$ cat src/rtl/velocity_cell_reader_pkg.sv
// Shared widths, state encoding and count-field location for the velocity cell reader.
package velocity_cell_reader_pkg;

  localparam int unsigned VEL_DATA_WIDTH = 96;
  localparam int unsigned VEL_ADDR_WIDTH = 8;

  // The particle count occupies the low bits of RAM word 0.
  localparam int unsigned CNT_LSB = 0;

  typedef enum logic [2:0] {
    StIdle,
    StCntReq,
    StCntWait,
    StStream,
    StDrain,
    StDone
  } vel_state_e;

endpackage

$ cat src/rtl/velocity_stream_fifo.sv
// Small synchronous FIFO carrying {last, pid, data} from RAM return to the stream port.
module velocity_stream_fifo #(
  parameter int unsigned WIDTH     = 105,
  parameter int unsigned DEPTH     = 4,
  parameter int unsigned OCC_WIDTH = $clog2(DEPTH + 1)
) (
  input  logic                 clk,
  input  logic                 rst,
  input  logic                 push,
  input  logic [WIDTH-1:0]     push_data,
  input  logic                 pop,
  output logic [WIDTH-1:0]     pop_data,
  output logic                 empty,
  output logic [OCC_WIDTH-1:0] occupancy
);

  localparam int unsigned PtrW = (DEPTH > 1) ? $clog2(DEPTH) : 1;

  logic [WIDTH-1:0]     mem_q [DEPTH];
  logic [PtrW-1:0]      wr_ptr_q, rd_ptr_q;
  logic [OCC_WIDTH-1:0] occ_q;
  logic                 do_push, do_pop;

  function automatic logic [PtrW-1:0] next_ptr(input logic [PtrW-1:0] ptr);
    return (ptr == PtrW'(DEPTH - 1)) ? '0 : ptr + 1'b1;
  endfunction

  assign do_push   = push && (occ_q < OCC_WIDTH'(DEPTH));
  assign do_pop    = pop && (occ_q != '0);
  assign empty     = (occ_q == '0);
  assign occupancy = occ_q;
  assign pop_data  = mem_q[rd_ptr_q];

  always_ff @(posedge clk or negedge rst) begin
    if (!rst) begin
      for (int i = 0; i < int'(DEPTH); i++) mem_q[i] <= '0;
      wr_ptr_q <= '0;
      rd_ptr_q <= '0;
      occ_q    <= '0;
    end else begin
      if (do_push) begin
        mem_q[wr_ptr_q] <= push_data;
        wr_ptr_q        <= next_ptr(wr_ptr_q);
      end
      if (do_pop) rd_ptr_q <= next_ptr(rd_ptr_q);
      occ_q <= occ_q + OCC_WIDTH'(do_push) - OCC_WIDTH'(do_pop);
    end
  end

endmodule

$ cat src/rtl/velocity_cell_reader.sv
// Streams particles 1..N of one velocity cell RAM, credit-limited so the output FIFO never
// overflows while RAM latency is hidden.
module velocity_cell_reader
  import velocity_cell_reader_pkg::*;
#(
  parameter int unsigned DATA_WIDTH   = VEL_DATA_WIDTH,
  parameter int unsigned PARTICLE_NUM = 220,
  parameter int unsigned ADDR_WIDTH   = VEL_ADDR_WIDTH,
  parameter int unsigned RAM_LATENCY  = 2,
  parameter int unsigned FIFO_DEPTH   = RAM_LATENCY + 2
) (
  input  logic                  clk,
  input  logic                  rst,
  input  logic                  start,
  output logic                  busy,
  output logic                  done,
  output logic [ADDR_WIDTH-1:0] particle_count,
  output logic [ADDR_WIDTH-1:0] ram_address,
  output logic                  ram_rden,
  output logic                  ram_wren,
  input  logic [DATA_WIDTH-1:0] ram_q,
  output logic                  out_valid,
  input  logic                  out_ready,
  output logic [DATA_WIDTH-1:0] out_data,
  output logic [ADDR_WIDTH-1:0] out_pid,
  output logic                  out_last
);

  localparam int unsigned FifoW = DATA_WIDTH + ADDR_WIDTH + 1;
  localparam int unsigned OccW  = $clog2(FIFO_DEPTH + 1);
  localparam int unsigned InW   = $clog2(RAM_LATENCY + 1);

  vel_state_e state_q, state_d;

  logic [InW-1:0]         wait_q;
  logic [ADDR_WIDTH-1:0]  count_q, rd_addr_q;
  logic [ADDR_WIDTH-1:0]  raw_count, clamped;
  logic [RAM_LATENCY-1:0] pipe_vld_q, pipe_last_q;
  logic [ADDR_WIDTH-1:0]  pipe_pid_q [RAM_LATENCY];
  logic [InW-1:0]         inflight;
  logic [OccW-1:0]        occupancy;
  logic                   fifo_empty, pop, issue, credit_ok, cnt_ready;
  logic [FifoW-1:0]       fifo_wr, fifo_rd;

  assign raw_count = ram_q[CNT_LSB +: ADDR_WIDTH];
  assign clamped   = (32'(raw_count) > PARTICLE_NUM - 1) ? ADDR_WIDTH'(PARTICLE_NUM - 1) : raw_count;
  assign cnt_ready = (state_q == StCntWait) && (wait_q == InW'(RAM_LATENCY - 1));

  always_comb begin
    inflight = '0;
    for (int i = 0; i < int'(RAM_LATENCY); i++) inflight = inflight + InW'(pipe_vld_q[i]);
  end

  assign credit_ok      = (32'(inflight) + 32'(occupancy)) < FIFO_DEPTH;
  assign out_valid      = !fifo_empty;
  assign pop            = out_valid && out_ready;
  assign ram_wren       = 1'b0;
  assign particle_count = count_q;

  always_comb begin
    state_d     = state_q;
    busy        = (state_q != StIdle);
    done        = (state_q == StDone);
    ram_rden    = 1'b0;
    ram_address = rd_addr_q;
    issue       = 1'b0;
    unique case (state_q)
      StIdle:    if (start) state_d = StCntReq;
      StCntReq: begin
        ram_rden    = 1'b1;
        ram_address = '0;
        state_d     = StCntWait;
      end
      // An empty cell still passes through DRAIN, fixing its done time at start+RAM_LATENCY+3.
      StCntWait: if (cnt_ready) state_d = (clamped == '0) ? StDrain : StStream;
      StStream: begin
        issue    = credit_ok;
        ram_rden = credit_ok;
        if (credit_ok && (rd_addr_q == count_q)) state_d = StDrain;
      end
      StDrain:   if ((count_q == '0) || (pop && out_last)) state_d = StDone;
      StDone:    state_d = StIdle;
      default:   state_d = StIdle;
    endcase
  end

  always_ff @(posedge clk or negedge rst) begin
    if (!rst) begin
      state_q   <= StIdle;
      wait_q    <= '0;
      count_q   <= '0;
      rd_addr_q <= '0;
    end else begin
      state_q <= state_d;
      wait_q  <= (state_q == StCntWait) ? wait_q + 1'b1 : '0;
      if (cnt_ready) begin
        count_q   <= clamped;
        rd_addr_q <= ADDR_WIDTH'(1);
      end else if (issue) begin
        rd_addr_q <= rd_addr_q + 1'b1;
      end
    end
  end

  // Tag pipeline aligned with RAM latency; reset drops any read still in flight.
  always_ff @(posedge clk or negedge rst) begin
    if (!rst) begin
      pipe_vld_q  <= '0;
      pipe_last_q <= '0;
      for (int i = 0; i < int'(RAM_LATENCY); i++) pipe_pid_q[i] <= '0;
    end else begin
      pipe_vld_q[0]  <= issue;
      pipe_last_q[0] <= (rd_addr_q == count_q);
      pipe_pid_q[0]  <= rd_addr_q;
      for (int i = 1; i < int'(RAM_LATENCY); i++) begin
        pipe_vld_q[i]  <= pipe_vld_q[i-1];
        pipe_last_q[i] <= pipe_last_q[i-1];
        pipe_pid_q[i]  <= pipe_pid_q[i-1];
      end
    end
  end

  assign fifo_wr = {pipe_last_q[RAM_LATENCY-1], pipe_pid_q[RAM_LATENCY-1], ram_q};
  assign {out_last, out_pid, out_data} = fifo_rd;

  velocity_stream_fifo #(
    .WIDTH    (FifoW),
    .DEPTH    (FIFO_DEPTH),
    .OCC_WIDTH(OccW)
  ) u_fifo (
    .clk      (clk),
    .rst      (rst),
    .push     (pipe_vld_q[RAM_LATENCY-1]),
    .push_data(fifo_wr),
    .pop      (pop),
    .pop_data (fifo_rd),
    .empty    (fifo_empty),
    .occupancy(occupancy)
  );

endmodule
$ cat config.mk
export PLATFORM = sky130hd
export DESIGN_NAME = velocity_cell_reader
export DESIGN_NICKNAME = d
export VERILOG_FILES = /design/src/rtl/velocity_cell_reader_pkg.sv /design/src/rtl/velocity_stream_fifo.sv /design/src/rtl/velocity_cell_reader.sv
export SDC_FILE = /design/constraint.sdc
export NUM_CORES = 1
export LEC_CHECK = 0
export CORE_ASPECT_RATIO = 1.1
export CORE_UTILIZATION = 45
export DETAILED_ROUTE_END_ITERATION = 16
export HOLD_SLACK_MARGIN = 0.02
export PLACE_DENSITY = 0.72
export SLEW_MARGIN = 20
export SYNTH_ARGS = -nofsm -noshare
export SYNTH_HDL_FRONTEND = slang
export SYNTH_SLANG_ARGS = --single-unit
$ cat constraint.sdc
create_clock -name clk -period 3.2 [get_ports clk]
set_input_delay 0.8 -clock clk [delete_from_list [all_inputs] [get_ports clk]]
set_output_delay 0.8 -clock clk [all_outputs]
set_load 0.01 [all_outputs]
==> results of run 1 <==
## sequential cells by signal, summed over array words and instances (netlist names)
signal and count:
particle_count 8, pipe_last_q 2, state_q 3, rd_addr_q 8, fifo_wr 8, u_fifo.mem_q 420, u_fifo.wr_ptr_q 2, u_fifo.occupancy 3
u_fifo.rd_ptr_q 2, pipe_pid_q 8, pipe_vld_q 2, wait_q 2
## worst min-delay path by stage
stage	from	end	depth (start not counted)
6_report	rst	u_fifo.mem_q[418]$_DFFE_PN0P_	1
4_1_cts	rst	u_fifo.mem_q[418]$_DFFE_PN0P_	1
3_5_place_dp	pipe_pid_q[13]$_DFF_PN0_	fifo_wr[101]$_DFF_PN0_	0
2_1_floorplan	pipe_pid_q[12]$_DFF_PN0_	fifo_wr[100]$_DFF_PN0_	0
3_3_place_gp	pipe_pid_q[15]$_DFF_PN0_	fifo_wr[103]$_DFF_PN0_	0
5_1_grt	rst	u_fifo.mem_q[416]$_DFFE_PN0P_	1
## cell usage in the layout (no fill, tap or decap), types with 5 or more instances in the layout
cell type        instances
nor2b_1                  9
nor4_1                   7
clkbuf_1                11
inv_1                   10
dlymetal6s2s_1           8
buf_4                   25
ha_1                    11
mux2_2                 264
dlygate4sd2_1           97
nand4_1                  6
mux2_4                 152
nand2b_1                 6
o21ai_0                  8
nand2_1                 26
nor3_1                   5
clkdlybuf4s50_1        118
buf_16                   6
clkinv_2                13
dfrtp_1                464
nand3_1                  6
mux2i_1                  7
buf_12                  15
clkbuf_8                 9
mux4_2                 105
xnor2_1                  8
clkbuf_16               51
nor2_1                   8
## final cells by class
class | instances | area share (%)
clock buffer | 71 | 5.62
clock inverter | 22 | 0.882
inverter | 10 | 0.146
multi-input combinational | 664 | 33.7
sequential | 468 | 45.7
tap | 588 | 2.87
timing repair buffer | 272 | 11.1
## cell families (layout without fill, tap and decap cells)
group,count (synthesis),count (layout),synth area share [%]
XOR/XNOR,9,9,0.378
flip-flops,468,468,56.1
adder cells (fa/ha/maj),12,12,0.756
AO/OA/AOI/OAI,24,24,0.822
other,1,1,0.0180
AND/OR/NAND/NOR,88,88,2.29
multiplexers,530,530,37.0
buffers and inverters,87,375,2.64
## per-layer routing
| layer | GRT usage, % | vias to the layer above | routed length [um] | part of all wire, % |
|---|---|---|---|---|
| met5 | 0 | - | 27 | 0.059 |
| met3 | 4.72 | 59 | 2540 | 5.6 |
| met1 | 26.2 | 6128 | 19900 | 43 |
| met4 | 5.67 | 4 | 840 | 1.8 |
| met2 | 33.1 | 272 | 22500 | 49 |
| li1 | - | 5019 | - | - |
## worst max-delay path: stages, from the launching register on
cell	delay (ns)
dfrtp_4	0.46
buf_12	0.13
buf_16	0.16
mux4_2	0.51
clkdlybuf4s50_1	0.49
## Yosys cell counts, types with 7 or more instances
master,count
buf_2,38
nor4_1,7
nand3_1,7
dfrtp_1,468
xnor2_1,8
nor2_1,8
nand2_1,26
mux2i_1,7
ha_1,11
o21ai_0,9
mux2_2,264
nor2b_1,10
buf_6,20
inv_1,10
mux4_2,105
buf_4,7
clkbuf_1,9
mux2_4,152
## per-stage QoR
| stage | cells | TNS, ns | worst slack [ns] |
|---|---|---|---|
| 2_1_floorplan | 1219 | 0 | 0.946 |
| 3_3_place_gp | 1991 | 0 | 0.427 |
| 3_5_place_dp | 1991 | 0 | 0.388 |
| 4_1_cts | 2093 | -0.104 | -0.104 |
| 5_1_grt | 2095 | 0 | 0.0000517 |
| 6_report | 2095 | 0 | 0.0729 |
## report_power, final
part           switching [W]  leakage (nW)  internal [W]  total, W
combinational        0.00463          5.15       0.00728    0.0119
sequential           0.00165          5.56       0.00878    0.0104
clock                0.00239         0.827       0.00346   0.00585
## timing repair
| action | in CTS | in global routing |
|---|---|---|
| pin swaps | 0 | 1 |
| cloned | 4 | 0 |
| resized for setup | 105 | 13 |
| endpoints found under the setup margin | 106 | 8 |
| setup buffers | 5 | 2 |
==> run metrics, run 1 <==
R2R cell count=5; clock buffer depth=3; Max transition margin=49.8%; Mapped Nets=1331; number of global-route vias before repair=12900; HPWL after DPL=28.1 mm; main flop type after synthesis=dfrtp_1; synthesized flop and latch total=468; count of flip-flops with a built-in enable after synthesis=0; largest net degree at the start of global routing=93; FF-to-FF End=u_fifo.mem_q[77]$_DFFE_PN0P_; Final Util=56.2%; Initial DRT Pass Iterations=5; R2R setup slack=0.60 ns; crit path DAT=2.33 ns; initial antenna violation count=2; final hold slack=0.138 ns; vias per cell=5.48; multi-input logic area=0.00866 mm^2; Tmin final=3.13 ns; final net count=1578; Hold Path Class=in -> async; Clock Skews=0.0208 ns; Yosys top cell by area=dfrtp_1; row count=82; total power draw=0.0282 W; post-route cell area=0.0257 mm^2; Total GRT Usage=19.9%; Num CTS Buffers=50; CTS H-Tree Depth=2; first-pass GRT wire length=74.0 mm; f_max=320 MHz; Reg clk slew, reported paths=0.06 ns; Lkg Pwr=11.5 nW; Worst-Skew Late Latency=0.58 ns; Syn Area/Cell=17.1 um^2; Slew Viols, Final=0; Period Utilization, post-route=97.7%; sequential fraction of the synthesis area=56.1%; TritonCTS clock tree=yes; critical path startpoint=u_fifo.rd_ptr_q[0]$_DFFE_PN0P_; Core Box Area=0.0457 mm^2; # hold bufs at CTS=0; reg-to-reg startpoint=u_fifo.occupancy[2]$_DFF_PN0_; Least-Margin Pin Slew=0.753 ns; DRC errors left=0; Yosys warning count=0; Unique masters post-synth=43; crit path capture type=output port; Yosys top cell area share=56.1%; layout cells sized above 1=44.3%; FILL cells=3609; starting density of the core=45.7%; Area Overhead vs Synth=23.0%; VDD IR max=0.595 mV; top area cells in the synthesized netlist=dfrtp_1 (56%), mux2_2 (14%), mux4_2 (11%), mux2_4 (11%), buf_6 (1.1%); Final Setup Violations=0; initial DRC count=583; drt total wl=45.8 mm; crit path to=out_data[55]; Die ar.=0.0472 mm^2; clk sinks=468; Syn Inst Count=1219; status=finished, final reports clean; root buf cell=clkbuf_16; via count=11500; asr flop ratio synth=100%; Power per Cell Area=1100 mW/mm^2; dpl cell area=0.0238 mm^2; IO Count=226; Fin. Hold Viols=0; CP startpoint kind=flop; Crit Path Max Fanout=10; port buffer count=224; Die Width=207 um; max cap viols=0; Routed Antenna Nets=0; GPL Wtd Cong=0.810; wire length per cell=21.9 um; cell area after synthesis=0.0209 mm^2; grt total ovfl=0; die height=228 um; Register Area=0.0117 mm^2; crit path kind=reg -> out; CP required=2.40 ns; Antenna Cells=0; unrepaired setup endpoints after global routing=false
Note: power is estimated with default switching activity, not from simulation.
==> run 2, diff against run 1 <==
--- a/config.mk
+++ b/config.mk
@@ -7,8 +7,10 @@
 export LEC_CHECK = 0
 export CORE_ASPECT_RATIO = 1.1
 export CORE_UTILIZATION = 45
+export CTS_CLUSTER_SIZE = 12
 export DETAILED_ROUTE_END_ITERATION = 16
 export HOLD_SLACK_MARGIN = 0.02
+export MAX_ROUTING_LAYER = met4
 export PLACE_DENSITY = 0.72
 export SLEW_MARGIN = 20
 export SYNTH_ARGS = -nofsm -noshare
==> run 2 against run 1 <==
Compared with the run above:
- cell count grew 0.14%
- flip-flop and latch count is the same
- maximum frequency up 0.36%
- sequential power about the same
- critical path depth grew 1
- via count down 0.54%
- register-to-register slack is essentially flat
- global-route usage rose by 0.66 points
- worst hold slack improved by 0.0039 ns
- combinational power about the same
- clock skew down 0.0016 ns
- sequential share of layout area is 0.093 points lower
- highest routed layer is now met4
==> run metrics, run 2 (synthesis gave the netlist of run 1 again) <==
clk sinks=468; Final Setup Violations=0; max incr delay on CP=0.50 ns; Period Utilization, post-route=97.4%; die height=228 um; final hold slack=0.141 ns; largest net degree at the start of global routing=93; HPWL after DPL=28.1 mm; most frequent CP cell=buf_12; dpl cell area=0.0238 mm^2; Die ar.=0.0472 mm^2; initial antenna violation count=2; Initial DRT Pass Iterations=4; CTS H-Tree Depth=2; Lkg Pwr=11.5 nW; Fin. Hold Viols=0; Sw Pwr=0.00866 W; DRC errors left=0; worst path bufs/invs=4; critical path startpoint=u_fifo.rd_ptr_q[0]$_DFFE_PN0P_; crit path DAT=2.32 ns; IO Count=226; initial DRC count=673; Die Width=207 um; layout cells sized above 1=43.9%; drt total wl=46.1 mm; post-route cell area=0.0257 mm^2; Num CTS Buffers=50; Least-Margin Pin Slew=0.756 ns; Crit Path Max Fanout=5; row count=82; most common cell after layout, fill and taps aside=dfrtp_1; crit path capture type=output port; port buffer count=224; commonest cells after routing, fill and taps aside=dfrtp_1 (464), mux2_2 (264), mux2_4 (152); Sequential Power Share=36.9%; wire length per cell=22.0 um; clock buffer depth=3; GPL Wtd Cong=0.822; Hold Path Class=in -> async; crit path cell chain=buf_12, buf_12, clkbuf_16, mux4_2, dlygate4sd2_1; vias per cell=5.44; first-pass GRT wire length=74.0 mm; Slew Viols, Final=0; crit path kind=reg -> out; Final Util=56.3%; root buf cell=clkbuf_16; Setup Total Neg Slack=0 ns; max cap viols=0; f_max=321 MHz; Total GRT Usage=20.6%; slowest CP cell=dfrtp_4; number of global-route vias before repair=12900; starting density of the core=45.7%; multi-input logic area=0.00866 mm^2; Worst-Skew Late Latency=0.59 ns; Power per Cell Area=1100 mW/mm^2; Tmin final=3.12 ns; Area Overhead vs Synth=23.3%; Reg clk slew, reported paths=0.06 ns; CP startpoint kind=flop; Combinational Power Share=42.2%; max FFs per register=420; Core Box Area=0.0457 mm^2; Max transition margin=49.6%; VDD IR max=0.551 mV; clock network power share=20.9%; CP required=2.40 ns; Sw Ratio=30.6%; Pint=0.0197 W; grt total ovfl=0; final net count=1581; most flop-heavy register=u_fifo.mem_q; TritonCTS clock tree=yes; Routed Antenna Nets=0; reg-to-reg startpoint=u_fifo.occupancy[2]$_DFF_PN0_; FILL cells=3577; family with the most delay on the worst path=buffers and inverters; via count=11400; Register Area=0.0117 mm^2; Clock Skews=0.0192 ns; status=finished, final reports clean
## run 2: changes by cell type in the layout (fill, tap and decap cells not counted), moves of 2 or more
cell / delta
clkinv_8: +2
clkinv_2: -8
buf_4: +2
dlymetal6s2s_1: -7
clkbuf_1: +6
clkbuf_16: +2
dlygate4sd2_1: -10
clkdlybuf4s15_1: +16
diode_2: +3
inv_6: -2
clkinvlp_4: -2
## run 2: through the flow
step	total power, W	worst slack (ns)	std cells
final	0.0283	0.0842	2098
after global routing	0.0299	-0.00166	2097
after CTS	0.0285	-0.0977	2090
after detailed placement	0.0229	0.388	1991
after global placement	0.0226	0.427	1991
after floorplan	0.0180	0.946	1219
## run 2: worst paths after layout
path	to	slack (ns)	cells past startpoint
setup / recovery	out_data[90]	0.08	5
hold / removal	u_fifo.mem_q[418]$_DFFE_PN0P_	0.14	1
setup reg to reg	u_fifo.mem_q[53]$_DFFE_PN0P_	0.61	5
hold reg to reg	fifo_wr[101]$_DFF_PN0_	0.35	0
max in group asynchronous	u_fifo.mem_q[44]$_DFFE_PN0P_	2.09	3
min in group clk	fifo_wr[101]$_DFF_PN0_	0.35	0
## run 2: what timing repair did
action,in CTS,in global routing
pin swaps,0,1
setup endpoints to repair,106,16
gates resized for setup,111,23
cloned,4,2
hold buffers,0,0
buffers inserted,5,4
## run 2: cell type report
| type | instances | share of cell area (%) |
|---|---|---|
| inverters | 10 | 0.146 |
| multi-input cells | 664 | 33.7 |
| clock inverters | 12 | 0.808 |
| well taps | 588 | 2.86 |
| repair buffers | 275 | 11.2 |
| clock buffers | 78 | 5.75 |
| flip-flops and latches | 468 | 45.6 |
| diodes | 3 | 0.0292 |
## run 2: power by group through the flow
stage,logic [W],clock network [W],registers [W]
after floorplan,0.00815,0,0.00983
after global placement,0.0122,0,0.0103
after CTS,0.0120,0.00608,0.0104
after detailed placement,0.0124,0,0.0105
final,0.0120,0.00592,0.0104
after global routing,0.0128,0.00632,0.0108
## run 2: worst reg2reg max path: stages, from the launching register on
cell	delay, ns
dfrtp_2	0.43
buf_4	0.15
nor2b_2	0.58
nand2_8	0.56
buf_4	0.45
mux2_2	0.31
## run 2: metal layers
| layer | part of all wire (%) | track usage [%] | vias to the layer above |
|---|---|---|---|
| met5 | 0 | - | - |
| met2 | 49 | 33.1 | 259 |
| met3 | 6.7 | 5.96 | 67 |
| met1 | 43 | 25.9 | 6082 |
| met4 | 1.7 | 4.55 | 0 |
| li1 | - | - | 5012 |
